**src/rtl/inst_encoder_if.sv**
```systemverilog
// Field-bundle input and encoded-word output channels of inst_encoder.
// master drives bundles and consumes words; slave is the encoder.
interface inst_encoder_if #(
    parameter int ADDR_W = 8
);
    logic              in_valid;
    logic              in_ready;
    logic [2:0]        in_class;
    logic [4:0]        in_rd;
    logic [4:0]        in_rs1;
    logic [4:0]        in_rs2;
    logic [2:0]        in_funct3;
    logic [6:0]        in_funct7;
    logic [31:0]       in_imm;
    logic              in_last;
    logic              out_valid;
    logic              out_ready;
    logic [31:0]       out_inst;
    logic [ADDR_W-1:0] out_addr;
    logic              out_err;

    modport master (
        output in_valid,
        output in_class,
        output in_rd,
        output in_rs1,
        output in_rs2,
        output in_funct3,
        output in_funct7,
        output in_imm,
        output in_last,
        output out_ready,
        input  in_ready,
        input  out_valid,
        input  out_inst,
        input  out_addr,
        input  out_err
    );

    modport slave (
        input  in_valid,
        input  in_class,
        input  in_rd,
        input  in_rs1,
        input  in_rs2,
        input  in_funct3,
        input  in_funct7,
        input  in_imm,
        input  in_last,
        input  out_ready,
        output in_ready,
        output out_valid,
        output out_inst,
        output out_addr,
        output out_err
    );
endinterface

```
**src/rtl/inst_encoder.sv**
```systemverilog
// Streaming RV32I encoder: field bundles in, addressed machine words out.
// Define INST_ENC_RANGE_CHECK_EN to reject out-of-range immediates.
module inst_encoder #(
    parameter int                ADDR_W    = 8,
    parameter logic [ADDR_W-1:0] BASE_ADDR = '0
) (
    input  logic           clk,
    input  logic           rst_n,
    input  logic           start,
    inst_encoder_if.slave  bus,
    output logic           done,
    output logic [7:0]     err_cnt
);

    localparam logic [31:0] NOP  = 32'h0000_0013;
    localparam logic [6:0]  OP_R = 7'b0110011;
    localparam logic [6:0]  OP_I = 7'b0010011;
    localparam logic [6:0]  OP_L = 7'b0000011;
    localparam logic [6:0]  OP_S = 7'b0100011;
    localparam logic [6:0]  OP_B = 7'b1100011;
    localparam logic [6:0]  OP_J = 7'b1101111;
    localparam logic [6:0]  OP_U = 7'b0110111;

    typedef enum logic [1:0] {
        IDLE,
        RUN,
        DRAIN,
        DONE
    } state_t;

    state_t            state_q;
    state_t            state_d;
    logic              out_valid_q;
    logic [31:0]       inst_q;
    logic [ADDR_W-1:0] addr_q;
    logic              err_q;
    logic [7:0]        err_cnt_q;

    logic              rdy;
    logic              accept;
    logic              out_hs;
    logic              load_base;

    logic [31:0]       imm;
    logic [4:0]        rd;
    logic [4:0]        rs1;
    logic [4:0]        rs2;
    logic [2:0]        f3;
    logic [6:0]        f7;
    logic [7:0]        cls_oh;
    logic              is_shift;
    logic [31:0]       raw_inst;
    logic              raw_bad;
    logic              rng_ok;
    logic [31:0]       enc_inst;
    logic              enc_err;

    assign imm      = bus.in_imm;
    assign rd       = bus.in_rd;
    assign rs1      = bus.in_rs1;
    assign rs2      = bus.in_rs2;
    assign f3       = bus.in_funct3;
    assign f7       = bus.in_funct7;
    assign cls_oh   = 8'd1 << bus.in_class;
    assign is_shift = (f3 == 3'b001) || (f3 == 3'b101);

    always_comb begin
        raw_inst = NOP;
        raw_bad  = 1'b0;
        unique case (1'b1)
            cls_oh[0]: raw_inst = {f7, rs2, rs1, f3, rd, OP_R};
            cls_oh[1]: begin
                if (is_shift)
                    raw_inst = {f7, imm[4:0], rs1, f3, rd, OP_I};
                else
                    raw_inst = {imm[11:0], rs1, f3, rd, OP_I};
            end
            cls_oh[2]: raw_inst = {imm[11:0], rs1, f3, rd, OP_L};
            cls_oh[3]: raw_inst = {imm[11:5], rs2, rs1,
                                   f3, imm[4:0], OP_S};
            cls_oh[4]: raw_inst = {imm[12], imm[10:5], rs2, rs1,
                                   f3, imm[4:1], imm[11], OP_B};
            cls_oh[5]: raw_inst = {imm[20], imm[10:1], imm[11],
                                   imm[19:12], rd, OP_J};
            cls_oh[6]: raw_inst = {imm[31:12], rd, OP_U};
            cls_oh[7]: raw_bad  = 1'b1;
            default:   raw_bad  = 1'b1;
        endcase
    end

`ifdef INST_ENC_RANGE_CHECK_EN
    logic s12_ok;
    logic shamt_ok;
    logic b_ok;
    logic j_ok;
    logic lui_ok;

    // A value fits a signed N-bit field when bits [31:N-1] are all equal.
    assign s12_ok   = (&imm[31:11]) || !(|imm[31:11]);
    assign shamt_ok = !(|imm[31:5]);
    assign b_ok     = ((&imm[31:12]) || !(|imm[31:12])) && !imm[0];
    assign j_ok     = ((&imm[31:20]) || !(|imm[31:20])) && !imm[0];
    assign lui_ok   = !(|imm[11:0]);

    always_comb begin
        rng_ok = 1'b1;
        unique case (1'b1)
            cls_oh[1]: rng_ok = is_shift ? shamt_ok : s12_ok;
            cls_oh[2]: rng_ok = s12_ok;
            cls_oh[3]: rng_ok = s12_ok;
            cls_oh[4]: rng_ok = b_ok;
            cls_oh[5]: rng_ok = j_ok;
            cls_oh[6]: rng_ok = lui_ok;
            default:   rng_ok = 1'b1;
        endcase
    end
`else
    assign rng_ok = 1'b1;
`endif

    assign enc_err  = raw_bad || !rng_ok;
    assign enc_inst = enc_err ? NOP : raw_inst;

    assign accept    = bus.in_valid && rdy;
    assign out_hs    = out_valid_q && bus.out_ready;
    assign load_base = (state_q == IDLE) && start;

    always_comb begin
        state_d = state_q;
        rdy     = 1'b0;
        done    = 1'b0;
        unique case (state_q)
            IDLE: begin
                if (start)
                    state_d = RUN;
            end
            RUN: begin
                rdy = !out_valid_q || bus.out_ready;
                if (bus.in_valid && rdy && bus.in_last)
                    state_d = DRAIN;
            end
            DRAIN: begin
                if (out_hs)
                    state_d = DONE;
            end
            DONE: begin
                done    = 1'b1;
                state_d = IDLE;
            end
            default: state_d = IDLE;
        endcase
    end

    always_ff @(posedge clk or negedge rst_n) begin
        if (!rst_n) begin
            state_q     <= IDLE;
            out_valid_q <= 1'b0;
            inst_q      <= '0;
            addr_q      <= BASE_ADDR;
            err_q       <= 1'b0;
            err_cnt_q   <= '0;
        end else begin
            state_q <= state_d;
            if (load_base) begin
                addr_q    <= BASE_ADDR;
                err_cnt_q <= '0;
            end else begin
                // Address of the held word advances once it is taken.
                if (out_hs)
                    addr_q <= addr_q + 1'b1;
                if (accept && enc_err && (err_cnt_q != 8'hFF))
                    err_cnt_q <= err_cnt_q + 8'd1;
            end
            if (accept) begin
                out_valid_q <= 1'b1;
                inst_q      <= enc_inst;
                err_q       <= enc_err;
            end else if (out_hs) begin
                out_valid_q <= 1'b0;
            end
        end
    end

    assign bus.in_ready  = rdy;
    assign bus.out_valid = out_valid_q;
    assign bus.out_inst  = inst_q;
    assign bus.out_addr  = addr_q;
    assign bus.out_err   = err_q;
    assign err_cnt       = err_cnt_q;

endmodule

```
**src/flat_wrapper.sv**
```systemverilog
// flat-port wrapper written by rule: the top's interface ports become plain ports
module inst_encoder_flat 
#(
    parameter int                ADDR_W    = 8,
    parameter logic [ADDR_W-1:0] BASE_ADDR = '0
)
  (clk, rst_n, start, done, err_cnt, bus_in_valid, bus_in_class, bus_in_rd, bus_in_rs1, bus_in_rs2, bus_in_funct3, bus_in_funct7, bus_in_imm, bus_in_last, bus_out_ready, bus_in_ready, bus_out_valid, bus_out_inst, bus_out_addr, bus_out_err);
  inst_encoder_if #(.ADDR_W(ADDR_W)) bus_i ();
  input  logic clk;
  input  logic rst_n;
  input  logic start;
  output logic done;
  output logic [7:0] err_cnt;
  input wire logic [$bits(bus_i.in_valid)-1:0] bus_in_valid;
  input wire logic [$bits(bus_i.in_class)-1:0] bus_in_class;
  input wire logic [$bits(bus_i.in_rd)-1:0] bus_in_rd;
  input wire logic [$bits(bus_i.in_rs1)-1:0] bus_in_rs1;
  input wire logic [$bits(bus_i.in_rs2)-1:0] bus_in_rs2;
  input wire logic [$bits(bus_i.in_funct3)-1:0] bus_in_funct3;
  input wire logic [$bits(bus_i.in_funct7)-1:0] bus_in_funct7;
  input wire logic [$bits(bus_i.in_imm)-1:0] bus_in_imm;
  input wire logic [$bits(bus_i.in_last)-1:0] bus_in_last;
  input wire logic [$bits(bus_i.out_ready)-1:0] bus_out_ready;
  output wire logic [$bits(bus_i.in_ready)-1:0] bus_in_ready;
  output wire logic [$bits(bus_i.out_valid)-1:0] bus_out_valid;
  output wire logic [$bits(bus_i.out_inst)-1:0] bus_out_inst;
  output wire logic [$bits(bus_i.out_addr)-1:0] bus_out_addr;
  output wire logic [$bits(bus_i.out_err)-1:0] bus_out_err;
  assign bus_i.in_valid = bus_in_valid;
  assign bus_i.in_class = bus_in_class;
  assign bus_i.in_rd = bus_in_rd;
  assign bus_i.in_rs1 = bus_in_rs1;
  assign bus_i.in_rs2 = bus_in_rs2;
  assign bus_i.in_funct3 = bus_in_funct3;
  assign bus_i.in_funct7 = bus_in_funct7;
  assign bus_i.in_imm = bus_in_imm;
  assign bus_i.in_last = bus_in_last;
  assign bus_i.out_ready = bus_out_ready;
  assign bus_in_ready = bus_i.in_ready;
  assign bus_out_valid = bus_i.out_valid;
  assign bus_out_inst = bus_i.out_inst;
  assign bus_out_addr = bus_i.out_addr;
  assign bus_out_err = bus_i.out_err;
  inst_encoder #(.ADDR_W(ADDR_W), .BASE_ADDR(BASE_ADDR)) u_core (.clk(clk), .rst_n(rst_n), .start(start), .bus(bus_i), .done(done), .err_cnt(err_cnt));
endmodule
```
**config.mk**
```make
export PLATFORM = sky130hd
export DESIGN_NAME = inst_encoder_flat
export DESIGN_NICKNAME = d
export VERILOG_FILES = /design/src/rtl/inst_encoder_if.sv /design/src/rtl/inst_encoder.sv /design/src/flat_wrapper.sv
export SDC_FILE = /design/constraint.sdc
export NUM_CORES = 1
export LEC_CHECK = 0
export ABC_AREA = 0
export CORE_MARGIN = 1
export CORE_UTILIZATION = 50
export CTS_BUF_LIST = sky130_fd_sc_hd__clkbuf_4
export CTS_CLUSTER_SIZE = 24
export DETAILED_ROUTE_END_ITERATION = 7
export PLACE_DENSITY = 0.91
export SYNTH_ARGS = -nofsm -noshare
export SYNTH_HDL_FRONTEND = slang
export SYNTH_SLANG_ARGS = --single-unit
```
**constraint.sdc**
```tcl
create_clock -name clk -period 2.66 [get_ports clk]
set_input_delay 0.798 -clock clk [delete_from_list [all_inputs] [get_ports clk]]
set_output_delay 0.798 -clock clk [all_outputs]
set_load 0.02 [all_outputs]
```
==> flow_summary.json <==
{
  "outcome": "finished clean",
  "yosysSeqAreaShare_pct": 40.3,
  "place_congestion": 0.892,
  "worst-setup-path-type": "in2reg",
  "ys_ff_latch": 51,
  "reg2reg_from": "u_core.state_q[1]$_DFFE_PN0P_",
  "critPathTopFamily": "simple AND/OR/NAND/NOR gates",
  "grt_pass1_vias": 3123,
  "maxCapViolations": 0,
  "core.rowCount": 28,
  "critPathLaunchType": "primary input",
  "cp.depth": 6,
  "finalCritPeriodShare_pct": 97.4,
  "hold_violations": 0,
  "fin_hold_ws_ns": 0.413,
  "syn_inst": 361,
  "cts_sinks": 51,
  "skew_ns": 0.0177,
  "io_pins": 118,
  "syn_nets": 438,
  "grt_max_degree": 37,
  "setup_viol": 0,
  "drt_iter0_drc": 212,
  "vias": 3262,
  "drive_above_1_share_pct": 8.94,
  "r2r_slack_ns": 0.70,
  "final_util_pct": 75.6,
  "worst_slew_pin_slew_ns": 0.626,
  "holdBufCountCts": 0,
  "instances_no_fill": 556,
  "fmax_mhz": 386,
  "cts.path.max_buffers": 2,
  "worst-path-max-fanout": 11,
  "vdd_drop_max_uv": 463,
  "dp_hpwl_um": 6910,
  "path_clk_slew_ns": 0.16,
  "cp.required_ns": 2.93,
  "cts_max_level": 2,
  "layout.nets": 557,
  "critical_path.slowest_cell": "or4_4",
  "synthToLayoutAreaGrowth_pct": 43.7,
  "grt_pass1_wl_um": 14300,
  "antenna_found_initial": 0,
  "die_area_sq_um": 6660,
  "ys_warn_count": 0,
  "p_per_area_nw_per_um2": 704,
  "crit_buf_inv": 2,
  "worstSetupStartpoint": "bus_in_class[1]",
  "final_common_cell": "clkdlybuf4s50_1",
  "path_cells": "clkdlybuf4s50_1, buf_4, and3b_1, or4_4, and3_1, a32o_1",
  "min-delay-path-class": "in2async",
  "crit_arrival_ns": 2.86,
  "wl_per_cell_um": 16.3,
  "synthArstFlopShare_pct": 100,
  "clk_latency_ns": 0.37,
  "period_needed_ns": 2.59,
  "cts_tree": "built",
  "rr_worst_depth": 6,
  "rsz0062_at_grt": "false",
  "synth_area_sq_um": 3170,
  "grtUsageTotal_pct": 28.0,
  "avgSynthCellArea_sq_um": 8.78,
  "placedCellCount": 548,
  "cts_root_buf": "clkbuf_4",
  "drc": 0,
  "cp-end-kind": "flip-flop",
  "core_sq_um": 6030,
  "fin_total_pwr_mw": 3.21,
  "dr.pass1.iters": 7,
  "diodes": 0,
  "start_util_pct": 52.6,
  "power.leakage_nw": 1.99,
  "drt-vias-per-instance": 5.87,
  "worstSetupEndpoint": "u_core.bus.out_inst[31]$_DFFE_PN0P_",
  "grt.overflow.total": 0,
  "synth_ff_type": "dfrtp_1",
  "mostFrequentLayoutCells": "clkdlybuf4s50_1, dfrtp_1, nand2_1",
  "routed_wl_um": 9070,
  "maxSlewViolCount": 0,
  "ys_types": 47,
  "r2r-end": "u_core.bus.out_inst[2]$_DFFE_PN0P_",
  "cts_buffers": 5,
  "dieHeight_um": 81.6,
  "cp_slowest_stage_delay_ns": 0.61,
  "synth-edff-count": 0,
  "fp.dieW_um": 81.6,
  "port_buffers": 117,
  "postRouteAntennaNets": 0,
  "slew_headroom_pct": 58.3
}
## cells in the mapped netlist, types with 6 or more instances
cell | instances | area [sq um]
a222oi_1 | 6 | 60.1
dfrtp_1 | 51 | 1280
nand2b_1 | 14 | 87.6
nor2_1 | 16 | 60.1
inv_1 | 24 | 90.1
mux2i_1 | 11 | 110
a22o_1 | 8 | 70.1
o221ai_1 | 12 | 105
ha_1 | 11 | 138
clkbuf_1 | 19 | 71.3
nand2_1 | 38 | 143
and2_1 | 6 | 37.5
a21oi_1 | 17 | 85.1
o21ai_0 | 29 | 145
and3_1 | 12 | 75.1
nand3_1 | 22 | 110
## how the worst min path moves through the flow
stage	start	end	slack (ns)	cells after the start
4_1_cts	rst_n	u_core.bus.out_addr[5]$_DFFE_PN0P_	0.43	1
2_1_floorplan	rst_n	u_core.bus.out_addr[0]$_DFFE_PN0P_	0.50	0
3_3_place_gp	u_core.bus.out_inst[5]$_DFFE_PN0P_	u_core.bus.out_inst[5]$_DFFE_PN0P_	0.45	2
3_5_place_dp	u_core.bus.out_inst[5]$_DFFE_PN0P_	u_core.bus.out_inst[5]$_DFFE_PN0P_	0.47	2
6_report	rst_n	u_core.bus.out_addr[5]$_DFFE_PN0P_	0.41	1
5_1_grt	rst_n	u_core.bus.out_addr[5]$_DFFE_PN0P_	0.45	1
## per-stage QoR
step | setup slack (ns) | setup TNS [ns] | cell area (sq um)
6_report | 0.0686 | 0 | 4550
5_1_grt | 0.0517 | 0 | 4550
4_1_cts | 0.0262 | 0 | 4550
3_5_place_dp | -0.305 | -6.64 | 4490
3_3_place_gp | -0.241 | -4.94 | 4490
2_1_floorplan | 0.00338 | 0 | 3210
## power breakdown
| group | switching (mW) | total (mW) | internal, mW |
|---|---|---|---|
| combinational | 0.861 | 1.65 | 0.785 |
| sequential | 0.185 | 1.20 | 1.01 |
| clock | 0.249 | 0.361 | 0.113 |
## state kept, by name, indices dropped and copies added, names as in the netlist
name	count
u_core.bus.out_err	1
u_core.bus.out_inst	31
u_core.state_q	2
u_core.err_cnt	8
u_core.bus.out_addr	8
u_core.bus.out_valid	1
## cell type report
cell class / count / area, sq um
well taps: 75 / 93.8
fillers: 452 / 1470
repair buffers: 137 / 1340
inverters: 25 / 97.6
flip-flops and latches: 51 / 1280
clock buffers: 6 / 45.0
multi-input cells: 260 / 1690
clock inverters: 2 / 12.5
## what timing repair did
item / in CTS / in global routing
endpoints found under the setup margin: 1 / 3
gates resized for setup: 1 / 4
buffers inserted: 0 / 0
endpoints found under the hold margin: 0 / 0
cloned: 0 / 0
## kinds of logic (layout without fill, tap and decap cells)
family	Yosys count	after routing	synth area share, %
compound gates	93	93	19.9
buf+inv	50	170	6.75
fa+ha+maj	11	11	4.34
simple gates	133	133	21.5
mux	16	16	5.25
flops	51	51	40.3
xor+xnor	7	7	1.93
## per-layer routing
layer | part of all wire, % | vias up | GRT usage (%)
met5 | 0 | - | 0
met3 | 7.7 | 20 | 4.89
met4 | 1.9 | 0 | 10.2
met1 | 39 | 1541 | 32.2
li1 | - | 1542 | -
met2 | 52 | 159 | 51.7
(Power assumes the default switching activity.)
